### src/rtl/sv_dot_accumulator.sv
// rtl/sv_dot_accumulator.sv - dual unsigned dot-product accumulator for the SVM pixel stream
//
// Purpose: one (sv_load1, sv_load2, x_test) pixel triple is taken on each accepted cycle.
// The block accumulates x_test*sv_load1 and x_test*sv_load2 over NUM_OF_PIXELS pixels, then
// publishes the pair with its support-vector index. There are NUM_OF_SV pairs per run.
//
// Ports:
//   clk, rst_n           clock (rising edge), asynchronous active-low reset
//   en                   run enable: starts a run from IDLE, and DONE returns to IDLE when en=0
//   re, stall_MEM        a pixel is accepted only in RUN with re=1 and stall_MEM=0
//   sv_load1/2, x_test   pixel inputs, XLEN_PIXEL bits, unsigned
//   dot1, dot2           last completed dot products, ACC_W bits, held between pulses
//   dot_valid            one-cycle pulse when dot1/dot2/sv_idx update
//   sv_idx               support-vector index of dot1/dot2
//   busy, done           state == RUN, state == DONE
module sv_dot_accumulator #(
    parameter int XLEN_PIXEL    = 8,
    parameter int NUM_OF_PIXELS = 4,
    parameter int NUM_OF_SV     = 10,
    localparam int ACC_W        = 2 * XLEN_PIXEL + $clog2(NUM_OF_PIXELS)
) (
    input  logic                  clk,
    input  logic                  rst_n,
    input  logic                  en,
    input  logic                  re,
    input  logic                  stall_MEM,
    input  logic [XLEN_PIXEL-1:0] sv_load1,
    input  logic [XLEN_PIXEL-1:0] sv_load2,
    input  logic [XLEN_PIXEL-1:0] x_test,
    output logic [ACC_W-1:0]      dot1,
    output logic [ACC_W-1:0]      dot2,
    output logic                  dot_valid,
    output logic [7:0]            sv_idx,
    output logic                  busy,
    output logic                  done
);

    localparam int PIX_W  = $clog2(NUM_OF_PIXELS);
    localparam int PROD_W = 2 * XLEN_PIXEL;

    typedef enum logic [1:0] {
        ST_IDLE = 2'd0,
        ST_RUN  = 2'd1,
        ST_DONE = 2'd2
    } state_t;

    state_t             state_q;
    logic [PIX_W-1:0]   pix_cnt_q;
    logic [7:0]         sv_cnt_q;
    logic [ACC_W-1:0]   acc1_q;
    logic [ACC_W-1:0]   acc2_q;
    logic [ACC_W-1:0]   dot1_q;
    logic [ACC_W-1:0]   dot2_q;
    logic [7:0]         sv_idx_q;
    logic               dot_valid_q;

    logic               fire;
    logic               last_pix;
    logic               last_sv;
    logic [PROD_W-1:0]  prod1;
    logic [PROD_W-1:0]  prod2;
    logic [ACC_W-1:0]   sum1_d;
    logic [ACC_W-1:0]   sum2_d;

    assign fire     = (state_q == ST_RUN) && re && !stall_MEM;
    assign last_pix = (pix_cnt_q == PIX_W'(NUM_OF_PIXELS - 1));
    assign last_sv  = (sv_cnt_q == 8'(NUM_OF_SV - 1));

    // Full-width products are zero-extended, so the sum cannot wrap at ACC_W.
    always_comb begin
        prod1  = PROD_W'(x_test) * PROD_W'(sv_load1);
        prod2  = PROD_W'(x_test) * PROD_W'(sv_load2);
        sum1_d = acc1_q + ACC_W'(prod1);
        sum2_d = acc2_q + ACC_W'(prod2);
    end

    always_ff @(posedge clk or negedge rst_n) begin
        if (!rst_n) begin
            state_q     <= ST_IDLE;
            pix_cnt_q   <= '0;
            sv_cnt_q    <= '0;
            acc1_q      <= '0;
            acc2_q      <= '0;
            dot1_q      <= '0;
            dot2_q      <= '0;
            sv_idx_q    <= '0;
            dot_valid_q <= 1'b0;
        end else begin
            dot_valid_q <= 1'b0;
            case (state_q)
                ST_IDLE: begin
                    if (en) begin
                        state_q   <= ST_RUN;
                        pix_cnt_q <= '0;
                        sv_cnt_q  <= '0;
                        acc1_q    <= '0;
                        acc2_q    <= '0;
                    end
                end
                ST_RUN: begin
                    if (fire) begin
                        if (last_pix) begin
                            // Publish the finished SV. The accumulators restart at zero, so
                            // the next SV may begin on the following cycle with no gap.
                            dot1_q      <= sum1_d;
                            dot2_q      <= sum2_d;
                            sv_idx_q    <= sv_cnt_q;
                            dot_valid_q <= 1'b1;
                            acc1_q      <= '0;
                            acc2_q      <= '0;
                            pix_cnt_q   <= '0;
                            if (last_sv) begin
                                state_q <= ST_DONE;
                            end else begin
                                sv_cnt_q <= sv_cnt_q + 8'd1;
                            end
                        end else begin
                            acc1_q    <= sum1_d;
                            acc2_q    <= sum2_d;
                            pix_cnt_q <= pix_cnt_q + PIX_W'(1);
                        end
                    end
                end
                ST_DONE: begin
                    if (!en) begin
                        state_q <= ST_IDLE;
                    end
                end
                default: state_q <= ST_IDLE;
            endcase
        end
    end

    assign dot1      = dot1_q;
    assign dot2      = dot2_q;
    assign sv_idx    = sv_idx_q;
    assign dot_valid = dot_valid_q;
    assign busy      = (state_q == ST_RUN);
    assign done      = (state_q == ST_DONE);

endmodule

### config.mk
export PLATFORM = sky130hd
export DESIGN_NAME = sv_dot_accumulator
export DESIGN_NICKNAME = d
export VERILOG_FILES = /design/src/rtl/sv_dot_accumulator.sv
export SDC_FILE = /design/constraint.sdc
export NUM_CORES = 1
export LEC_CHECK = 0
export ABC_AREA = 1
export ABC_CLOCK_PERIOD_IN_PS = 3800
export BUFFER_PORTS_ARGS = -buffer_cell sky130_fd_sc_hd__buf_2
export CELL_PAD_IN_SITES_DETAIL_PLACEMENT = 1
export CELL_PAD_IN_SITES_GLOBAL_PLACEMENT = 1
export CORE_MARGIN = 5
export CORE_UTILIZATION = 41
export DETAILED_ROUTE_END_ITERATION = 7
export PLACE_DENSITY = 0.85
export SYNTH_ARGS = -nofsm -noshare
export SYNTH_HDL_FRONTEND = slang
export SYNTH_SLANG_ARGS = --single-unit
### constraint.sdc
create_clock -name clk -period 3.8 [get_ports clk]
set_input_delay 0 -clock clk [delete_from_list [all_inputs] [get_ports clk]]
set_output_delay 0 -clock clk [all_outputs]
set_load 0.03 [all_outputs]
==> results of run 1 <==
-- worst max-delay path: cells and delay by family (launching register included) --
| family | cells | cell delay (ns) |
|---|---|---|
| adder cells (fa/ha/maj) | 5 | 2.27 |
| flip-flops | 1 | 0.44 |
| AO/OA/AOI/OAI | 2 | 0.28 |
| AND/OR/NAND/NOR | 3 | 0.27 |
| XOR/XNOR | 1 | 0.21 |
| buffers and inverters | 2 | 0.14 |
-- cell usage after synthesis (5+ instances only) --
master | number | area share, %
a21oi_1 | 17 | 0.88
buf_2 | 11 | 0.57
clkbuf_1 | 32 | 1.2
dfrtp_1 | 93 | 24
fa_1 | 100 | 21
ha_1 | 83 | 11
inv_1 | 341 | 13
nand2_1 | 444 | 17
nand3_1 | 54 | 2.8
nand3b_1 | 5 | 0.39
nand4_1 | 6 | 0.39
nor2_1 | 30 | 1.2
o21ai_0 | 20 | 1.0
o21ai_1 | 19 | 0.99
xnor2_1 | 6 | 0.55
xor2_1 | 13 | 1.2
-- per-layer routing --
metal	GRT usage, %	share of wire [%]	vias up
met2	40.5	52	199
met4	6.48	2.8	0
met3	3.33	3.7	62
met5	0	0	-
li1	-	-	3913
met1	27.6	42	4256
-- worst max-delay path by stage --
| stage | start | to | slack (ns) |
|---|---|---|---|
| after global routing | acc2_q[7] | dot2[10] | -0.09 |
| after global placement | x_test[5] | dot1[10] | -0.13 |
| after detailed placement | x_test[6] | dot1[10] | -0.25 |
| after CTS | acc1_q[6] | dot1[11] | 0.01 |
| final | acc2_q[7] | dot2[10] | 0.04 |
| after floorplan | x_test[4] | dot2[10] | 0.005 |
-- repair_timing --
| action | in CTS | in global routing |
|---|---|---|
| setup endpoints to repair | 40 | 41 |
| hold buffers | 2 | 0 |
| resized for setup | 21 | 99 |
| setup buffers | 1 | 3 |
| pin swaps | 9 | 51 |
| hold endpoints to repair | 59 | 0 |
-- final cells by class --
class                      count  area, µm²  area share (%)
clock buffer                  10        229            2.03
clock inverter                 6       66.3           0.588
tap                          319        399            3.54
timing repair buffer         120        724            6.42
inverter                     345       1300            11.5
sequential                    93       2330            20.6
multi-input combinational    812       6240            55.3
-- layout by cell type (no fill, tap or decap), drive strengths merged --
master       synthesis  final
fa                 100    100
xor2                13     13
dlygate4sd3          0      2
buf                 14    118
inv                345    348
nand3b               5      5
nor2                33     33
clkinv               0      2
nand2              447    447
o21ai               39     39
a21oi               17     17
or2                  3      3
a22o                 2      2
dfrtp               93     93
clkbuf              33     10
nand3               54     54
xnor2                6      6
nor3                 3      3
o21a                 1      1
ha                  83     83
clkinvlp             0      1
nand4                6      6
-- per-stage QoR --
stage                     worst slack [ns]  TNS, ns  std cells
after floorplan                    0.00527        0       1297
after global placement              -0.132   -0.478       1683
after detailed placement            -0.248    -4.08       1683
after CTS                           0.0134        0       1702
after global routing               -0.0854   -0.596       1705
final                               0.0402        0       1705
-- state kept, by name (all words and copies together), names as in the netlist --
name and count:
dot1 18, sv_cnt_q 8, dot2 18, dot_valid 1, acc1_q 18, state_q 2, sv_idx 8, pix_cnt_q 2
acc2_q 18
-- cell families (layout without fill, tap and decap cells) --
| family | count (synthesis) | count (layout) | synth area share (%) |
|---|---|---|---|
| AO/OA/AOI/OAI | 59 | 59 | 3.17 |
| flip-flops | 93 | 93 | 24.2 |
| buffers and inverters | 392 | 481 | 15.8 |
| XOR/XNOR | 19 | 19 | 1.73 |
| adder cells (fa/ha/maj) | 183 | 183 | 31.6 |
| AND/OR/NAND/NOR | 551 | 551 | 23.5 |
==> run_results.csv, run 1 <==
group,metric,value,unit
synthesis,ys_warn_count,0,
setup_path,rr_endpoint,"dot2[10]",
setup_path,path_class,"reg2reg",
cells_and_area,diodes,0,
timing,fmax,266,MHz
timing,finalHoldViolCount,0,
cells_and_area,nFillCells,2944,
setup_path,arrival,3.99,ns
setup_path,path_cells,"fa_2, fa_1, inv_2, fa_2, fa_1, inv_2, ha_4, nand2_2, nand2_2, a21oi_1, nand2_1, xnor2_2, o21ai_1",
timing,fin_crit_sh,98.9,%
die,row_count,56,
timing,slew_headroom,31.9,%
clocking,clock_sinks,93,
setup_path,cp-start-kind,"flip-flop",
die,die_area,26600,µm²
synthesis,syn_inst,1297,
synthesis,synth_ff_type,"dfrtp_1",
timing,maxSlewViolCount,0,
placement,place_hpwl,21800,µm
status,status,"finished, final reports clean",
cells_and_area,layout.nets,1593,
detailed_routing,drt_wl_total,29800,µm
detailed_routing,drtIter0Drc,457,
grt,overflow,0,
worst_hold_path,worst_hold_path_type,"in2reg",
detailed_routing,vias,8430,
setup_path,crit_required,4.03,ns
detailed_routing,via_per_inst,4.94,
cells_and_area,area_growth_syn_to_layout,17.4,%
die,die_x,163,µm
setup_path,cp_slowest_cell,"fa_2",
worst_hold_path,hp-start,"stall_MEM",
grt,grt_max_degree,60,
setup_path,max_stage_delay,0.57,ns
clocking,cts_inserted_buffers,9,
synthesis,synth_edf_count,0,
setup_path,r2r_start,"acc2_q[7]",
clocking,root_buffer,"clkbuf_16",
detailed_routing,wl_per_cell,17.5,µm
clocking,tritoncts,"built",
grt,grt_antenna_before_repair,0,
grt,track_usage,22.3,%
timing,rsz0062_at_grt,"yes",
synthesis,ys_types,29,
setup_path,end_kind,"flip-flop",
detailed_routing,ant_nets,0,
clocking,cts_buffer_depth,2,
synthesis,syn_nets,1509,
detailed_routing,firstDrtPassIters,5,
worst_hold_path,whs_endpoint,"state_q[1]",
cells_and_area,final_util,48.5,%
timing,holdWs,0.162,ns
placement,place_congestion,0.853,
synthesis,syn_area,9620,µm²
setup_path,worst-r2r-cell-count,13,
setup_path,cp_max_fo,4,
grt,grt_pass1_vias,9391,
timing,finalClockSkew,0.0152,ns
die,pin_count,76,
die,die_height,163,µm
clocking,path_clk_slew,0.09,ns
placement,placed_area,10500,µm²
synthesis,postSynth.asyncResetShare,100,%
die,start_util,41.3,%
job,max-cap-violations,0,
timing,worst_pin_slew,1.02,ns
clocking,clk_latency,0.38,ns
cells_and_area,drive_gt1_share,17.9,%
clocking,htree_levels,3,
setup_path,rrSetupSlack,0.04,ns
die,coreArea,23300,µm²
grt,grt_pass1_wl,47000,µm
timing,period_needed,3.76,ns
synthesis,seq_area_frac_synth,24.2,%
synthesis,syn_avg_cell_area,7.41,µm²
detailed_routing,post-route-drc-count,0,
placement,port_buffers,75,
cells_and_area,design_area,11300,µm²
timing,setup_viol,0,
synthesis,ys_seq_elements,93,
worst_hold_path,holdPathStages,5,
Power of run 1 is left out: the tool's default activity adds up to more than one toggle a clock period on the data nets, which glitch-free logic cannot reach.
==> run 2: changes to the inputs <==
--- a/config.mk
+++ b/config.mk
@@ -10,6 +10,7 @@
 export BUFFER_PORTS_ARGS = -buffer_cell sky130_fd_sc_hd__buf_2
 export CELL_PAD_IN_SITES_DETAIL_PLACEMENT = 1
 export CELL_PAD_IN_SITES_GLOBAL_PLACEMENT = 1
+export CORE_ASPECT_RATIO = 1.25
 export CORE_MARGIN = 5
 export CORE_UTILIZATION = 41
 export DETAILED_ROUTE_END_ITERATION = 7
==> run 2 against run 1 <==
Critical path depth rose by 4. Highest routed layer unchanged. Critical endpoint is now dot1[12]. Largest cell class unchanged. Non-clock buffer count rose by 3. The run now ends with setup timing left. Via count rose by 1.1%.
==> run_results.csv, run 2 (synthesis gave the netlist of run 1 again) <==
group,metric,value,unit
status,status,"finished with violations",
status,violations,"setup timing",
clocking,path_clk_slew,0.09,ns
timing,period_needed,3.94,ns
die,coreArea,23000,µm²
timing,worst_pin_slew,0.994,ns
timing,finalHoldViolCount,0,
die,start_util,41.7,%
timing,maxSlewViolCount,0,
die,die_height,181,µm
grt,grt_pass1_vias,9802,
grt,track_usage,22.1,%
placement,dp_slack,-0.187,ns
timing,fin_crit_sh,104,%
worst_hold_path,hp-start,"stall_MEM",
detailed_routing,vias,8521,
setup_path,r2r_start,"acc1_q[6]",
setup_path,cp-startpoint,"acc1_q[6]",
timing,fmax,254,MHz
cells_and_area,layout.nets,1596,
detailed_routing,wl_per_cell,18.5,µm
grt,grt_pass1_wl,47600,µm
setup_path,path_class,"reg2reg",
detailed_routing,firstDrtPassIters,7,
die,pin_count,76,
setup_path,end_kind,"flip-flop",
clocking,cts_inserted_buffers,9,
job,max-cap-violations,0,
clocking,tritoncts,"built",
timing,slew_headroom,33.7,%
grt,grt_max_degree,71,
cells_and_area,final_common_cell,"nand2_1",
cells_and_area,drive_gt1_share,17.6,%
cells_and_area,design_area,11300,µm²
cells_and_area,nFillCells,2851,
die,row_count,62,
setup_path,worst-r2r-cell-count,17,
grt,grt_antenna_before_repair,1,
timing,rsz0062_at_grt,"yes",
placement,place_hpwl,22200,µm
timing,fin_ws,-0.143,ns
detailed_routing,drt_wl_total,31000,µm
setup_path,crit_required,4.06,ns
detailed_routing,drtIter0Drc,401,
timing,fin_tns_setup,-2.02,ns
setup_path,arrival,4.20,ns
clocking,root_buffer,"clkbuf_16",
die,die_area,26600,µm²
cells_and_area,layout_common_cells,"nand2_1, inv_1, fa_1",
cells_and_area,area_growth_syn_to_layout,17.7,%
timing,finalClockSkew,0.0184,ns
grt,overflow,0,
detailed_routing,via_per_inst,5.08,
worst_hold_path,holdPathStages,4,
setup_path,path_cells,"inv_2, fa_1, inv_2, fa_1, inv_1, fa_1, fa_1, inv_2, ha_4, nand2_4, inv_2, nand2_2, nand3_4, nand2_4, nand3b_1, nand3_2, nand2_1",
placement,placed_area,10500,µm²
detailed_routing,post-route-drc-count,0,
worst_hold_path,worst_hold_path_type,"in2reg",
timing,setup_viol,21,
setup_path,cp-start-kind,"flip-flop",
setup_path,cp_max_fo,4,
clocking,cts_buffer_depth,2,
setup_path,cp_slowest_cell,"fa_1",
setup_path,max_stage_delay,0.59,ns
clocking,clk_latency,0.38,ns
die,die_x,147,µm
placement,port_buffers,75,
clocking,htree_levels,3,
timing,holdWs,0.0499,ns
clocking,clock_sinks,93,
placement,place_congestion,0.824,
detailed_routing,ant_nets,0,
[run 2: worst paths after layout]
kind / endpoint / slack, ns
min reg2reg: dot1[5] / 0.47
max in group asynchronous: acc1_q[1] / 2.53
min: dot_valid / 0.05
max: dot1[12] / -0.14
max reg2reg: dot1[12] / -0.14
min in group asynchronous: dot1[6] / 0.31
[run 2: worst max-delay path: cells and delay by family, from the launching register on]
family / cells / cell delay (ns)
adder cells (fa/ha/maj): 5 / 2.36
buffers and inverters: 5 / 0.31
AND/OR/NAND/NOR: 7 / 0.79
flip-flops: 1 / 0.38
[run 2: repair_timing]
action	CTS	global route
setup endpoints to repair	42	46
pin swaps	13	44
hold buffers	2	0
hold endpoints to repair	70	0
buffers inserted	0	4
resized for setup	28	87
[run 2: layout make-up]
type	count	area [µm²]	area share, %
multi-input cells	812	6240	55.1
flip-flops and latches	93	2330	20.6
inverters	345	1300	11.5
repair buffers	123	768	6.79
well taps	288	360	3.18
clock buffers	9	225	1.99
clock inverters	7	91.3	0.807
diodes	1	2.50	0.0221
[run 2: metrics by stage]
stage          instances  util [%]
4_1_cts             1673      47.5
6_report            1678      49.1
3_5_place_dp        1655      45.4
3_3_place_gp        1655      45.4
2_1_floorplan       1297         -
5_1_grt             1677      49.1
[run 2: layer usage]
| layer | vias up | GRT usage [%] | part of all wire [%] |
|---|---|---|---|
| met5 | - | 0 | 0 |
| met4 | 0 | 7.94 | 3.6 |
| met3 | 83 | 2.86 | 3.1 |
| met2 | 206 | 41.9 | 54 |
| met1 | 4316 | 25.1 | 39 |
| li1 | 3916 | - | - |
Power of run 2 is left out for the same reason.
